===== config.mk =====
export PLATFORM = sky130hd
export DESIGN_NAME = energy_accumulator
export DESIGN_NICKNAME = d
export VERILOG_FILES = /design/src/rtl/energy_accumulator.sv
export SDC_FILE = /design/constraint.sdc
export NUM_CORES = 1
export LEC_CHECK = 0
export CAP_MARGIN = 10
export CORE_ASPECT_RATIO = 0.6
export CORE_MARGIN = 2
export CORE_UTILIZATION = 35
export CTS_CLUSTER_SIZE = 14
export DETAILED_ROUTE_END_ITERATION = 6
export PLACE_DENSITY = 0.59
export SKIP_LAST_GASP = 1
export SYNTH_ARGS = -nofsm -noshare
export SYNTH_HDL_FRONTEND = slang
export SYNTH_SLANG_ARGS = --single-unit

===== constraint.sdc =====
create_clock -name clk -period 6 [get_ports clk]
set_input_delay 0.9 -clock clk [delete_from_list [all_inputs] [get_ports clk]]
set_output_delay 0.9 -clock clk [all_outputs]
set_load 0.03 [all_outputs]

===== src/rtl/energy_accumulator.sv =====
// energy_accumulator: streams VECTOR_WIDTH local fields h_j and accumulates E = sum_j sigma_j*h_j.
// Define ENERGY_ABORT_EN to add abort_i, which cancels an evaluation from ACCUM or DONE.
module energy_accumulator #(
    parameter int VECTOR_WIDTH = 8,
    parameter int N = 4,
    parameter int DATA_WIDTH = N + $clog2(VECTOR_WIDTH) + 1,
    parameter int ACC_WIDTH = DATA_WIDTH + $clog2(VECTOR_WIDTH),
    localparam int IW = $clog2(VECTOR_WIDTH)
) (
    input  logic                        clk,
    input  logic                        rst,
`ifdef ENERGY_ABORT_EN
    input  logic                        abort_i,
`endif
    input  logic                        start_i,
    input  logic [VECTOR_WIDTH-1:0]     sigma_i,
    input  logic                        h_valid_i,
    output logic                        h_ready_o,
    input  logic signed [DATA_WIDTH-1:0] h_data_i,
    output logic [IW-1:0]               col_idx_o,
    output logic signed [ACC_WIDTH-1:0] energy_o,
    output logic                        energy_valid_o,
    input  logic                        energy_ready_i,
    output logic                        busy_o
);
    typedef enum logic [1:0] {IDLE, ACCUM, DONE} state_t;

    state_t                      r_state;
    logic [VECTOR_WIDTH-1:0]     r_sigma;
    logic signed [ACC_WIDTH-1:0] r_acc;
    logic [IW-1:0]               r_col;
    logic                        r_h_ready;
    logic                        r_valid;
    logic                        r_busy;

    logic                        w_abort;
    logic                        w_last;
    logic signed [ACC_WIDTH-1:0] w_h_ext;
    logic signed [ACC_WIDTH-1:0] w_next;

`ifdef ENERGY_ABORT_EN
    assign w_abort = abort_i;
`else
    assign w_abort = 1'b0;
`endif

    assign w_last  = r_col == IW'(VECTOR_WIDTH - 1);
    assign w_h_ext = {{(ACC_WIDTH-DATA_WIDTH){h_data_i[DATA_WIDTH-1]}}, h_data_i};
    assign w_next  = r_sigma[r_col] ? r_acc + w_h_ext : r_acc - w_h_ext;

    always_ff @(posedge clk or posedge rst) begin
        if (rst) begin
            r_state   <= IDLE;
            r_sigma   <= '0;
            r_acc     <= '0;
            r_col     <= '0;
            r_h_ready <= 1'b0;
            r_valid   <= 1'b0;
            r_busy    <= 1'b0;
        end else begin
            case (r_state)
                IDLE: if (start_i) begin
                    r_state   <= ACCUM;
                    r_sigma   <= sigma_i;
                    r_acc     <= '0;
                    r_col     <= '0;
                    r_h_ready <= 1'b1;
                    r_busy    <= 1'b1;
                end
                ACCUM: if (w_abort) begin
                    r_state   <= IDLE;
                    r_acc     <= '0;
                    r_col     <= '0;
                    r_h_ready <= 1'b0;
                    r_busy    <= 1'b0;
                end else if (h_valid_i) begin
                    r_acc <= w_next;
                    r_col <= w_last ? '0 : r_col + IW'(1);
                    if (w_last) begin
                        r_state   <= DONE;
                        r_h_ready <= 1'b0;
                        r_valid   <= 1'b1;
                    end
                end
                DONE: if (w_abort) begin
                    r_state <= IDLE;
                    r_acc   <= '0;
                    r_col   <= '0;
                    r_valid <= 1'b0;
                    r_busy  <= 1'b0;
                end else if (energy_ready_i) begin
                    r_state <= IDLE;
                    r_valid <= 1'b0;
                    r_busy  <= 1'b0;
                end
                default: begin
                    r_state   <= IDLE;
                    r_h_ready <= 1'b0;
                    r_valid   <= 1'b0;
                    r_busy    <= 1'b0;
                end
            endcase
        end
    end

    assign h_ready_o      = r_h_ready;
    assign energy_valid_o = r_valid;
    assign busy_o         = r_busy;
    assign col_idx_o      = r_col;
    assign energy_o       = r_acc;
endmodule


==> run summary <==
Outcome -> finished clean
CTS resizes -> 0
Vias post-DR -> 1,386
Mapped cell area -> 0.00172 mm²
CTS Buf Count -> 3
Final GP Congestion -> 0.845
RSZ-0062 raised after global routing -> false
Post-DP HPWL -> 2920 µm
Peak Freq -> 285 MHz
Syn Nets -> 213
Largest net degree at the start of global routing -> 28
Setup bufs post-CTS -> 0
DR DRC count -> 0
CP Capture Type -> flop
Pins Over Slew Limit -> 0
Uppermost layer routed -> met4
Critical Path Fanout Max -> 3
Final setup TNS -> 0 ns
Met3 wire len -> 140 µm
Root Driver -> clkbuf_8
Num rows -> 19
Routed length on met2 -> 1450 µm
Die area -> 0.00551 mm²
Area leader, netlist -> dfrtp_1
CTS tree -> yes
Number of nets with antenna violations after routing -> 0
CTS Hold Bufs -> 0
Hold/Removal Path Class -> reg2reg
Area Growth Syn to Fin -> 28.1%
Total wire length -> 3780 µm
CTS clk-pin slew, worst paths -> 0.09 ns
Die Y -> 58.3 µm
FF+latch count, synth -> 27
Routed len/inst -> 13.6 µm
Starting Density -> 0.369
Syn avg cell area -> 9.67 µm²
H-tree levels -> 1
# port buffers -> 37
First-pass GRT wire length -> 6070 µm
Die width -> 94.5 µm
Antenna fix cells -> 0
Share of the synthesized area in the top cell type -> 0.393
CP Class -> in2reg
Clock buffer depth -> 2
Top post-synthesis cells by area -> dfrtp_1 39%, ha_1 9.5%, nand2_1 6.1%
Slew @ Worst Pin -> 1.04 ns
Setup violators final -> 0
CTS Sinks -> 27
Netlist cell types -> 35
Number of iterations in the first detailed-routing pass -> 4
WP data required -> 6.18 ns
Sequential-to-total area share from yosys stat -> 0.393
Drt initial violations -> 38
Post-Synthesis Cells -> 178
Clock skew -> 0.00199 ns
Ys Warns -> 0
Met1 wire length -> 2170 µm
Total grt overflow -> 0
Vias in the first global route -> 1,252
Nets -> 252
I/O Pins -> 38
Final period util -> 0.584
Commonest non-fill, non-tap cell in the layout -> clkdlybuf4s50_1
Max_cap viols -> 0
Share of cells above drive strength 1 -> 0.0787
Final Hold Viols -> 0
CP arrival -> 3.68 ns
Commonest cells after routing, fill and taps aside -> 37 x clkdlybuf4s50_1, 28 x nand2_1, 27 x dfrtp_1
Worst-skew pair later-pin latency -> 0.28 ns
Crit path launch type -> input pin
Slew HR -> 0.306
CORE AREA -> 0.00466 mm²
DR vias/cell -> 4.97
Initial antenna violation count -> 0
Total track usage -> 0.142
Fin crit period -> 3.51 ns
path summary, 6_finish.rpt:
check | startpoint | slack [ns] | endpoint | cells after the start
worst max-delay path | h_data_i[0] | 2.49 | energy_o[10]$_DFFE_PP0P_ | 12
worst min-delay path | h_ready_o$_DFFE_PP0P_ | 0.49 | h_ready_o$_DFFE_PP0P_ | 1
worst max register to register | col_idx_o[0]$_DFFE_PP0P_ | 2.58 | energy_o[10]$_DFFE_PP0P_ | 10
worst min register to register | h_ready_o$_DFFE_PP0P_ | 0.49 | h_ready_o$_DFFE_PP0P_ | 1
max in group asynchronous | rst | 4.20 | energy_o[1]$_DFFE_PP0P_ | 2
min in group asynchronous | rst | 1.17 | h_ready_o$_DFFE_PP0P_ | 2
final cells by class:
cell class | instances | area (µm²)
clock buffers | 3 | 41.3
clock inverters | 1 | 5.00
fillers | 460 | 2450
inverters | 5 | 18.8
multi-input cells | 143 | 1010
flip-flops and latches | 27 | 676
well taps | 63 | 78.8
repair buffers | 37 | 370
sequential cells by signal (all words and copies together), names as in the netlist:
name	flops
h_ready_o	1
energy_o	11
busy_o	1
energy_valid_o	1
r_state	2
col_idx_o	3
r_sigma	8
layer usage:
| metal | GRT usage | vias to the layer above |
|---|---|---|
| met3 | 0.0371 | 2 |
| met5 | 0 | - |
| li1 | - | 715 |
| met1 | 0.228 | 649 |
| met2 | 0.197 | 20 |
| met4 | 0.0124 | 0 |
stage by stage:
step	std cells	hold WS, ns	setup WS (ns)	utilization	area [µm²]
floorplan	178	0.475	2.85	-	1720
global placement	275	0.465	2.22	0.463	2160
detailed placement	275	0.470	2.23	0.463	2160
CTS	279	0.493	2.52	0.473	2200
global route	279	0.521	2.25	0.473	2200
finish	279	0.490	2.49	0.473	2200
synth_stat cells:
master	instances
nand2_1	28
dfrtp_1	27
o21ai_0	20
ha_1	13
nor2_1	11
a21oi_1	9
xnor2_1	9
mux2_2	8
a21o_1	6
inv_1	5
nand3_1	4
xor2_1	4
clkbuf_1	3
a211oi_1	2
a22o_1	2
a31oi_1	2
mux4_2	2
nand2b_1	2
nor3_1	2
o21ai_1	2
o21bai_1	2
o31ai_1	2
and2_1	1
and3_1	1
fa_1	1
mux2_4	1
mux2i_1	1
mux2i_4	1
nand3b_1	1
nand4_1	1
nor2b_1	1
o21a_1	1
o311ai_0	1
o311ai_2	1
or3_1	1
logic make-up after synthesis:
family / after synthesis / synth area share
buf+inv: 8 / 0.0175
fa+ha+maj: 14 / 0.106
xor+xnor: 13 / 0.0662
flops: 27 / 0.393
simple gates: 53 / 0.132
mux: 13 / 0.106
compound gates: 50 / 0.179
critical path: stages:
cell and delay (ns):
clkdlybuf4s50_1 0.52, inv_1 0.08, ha_1 0.28, nand2_1 0.05
o21ai_1 0.10, fa_1 0.47, a211oi_1 0.44, o21ai_0 0.19
a21oi_1 0.20, xnor2_1 0.18, nand4_1 0.14, o311ai_2 0.13
Power is not shown: default switching activity piles up to over one toggle a cycle in this logic, so the estimate is an artifact.
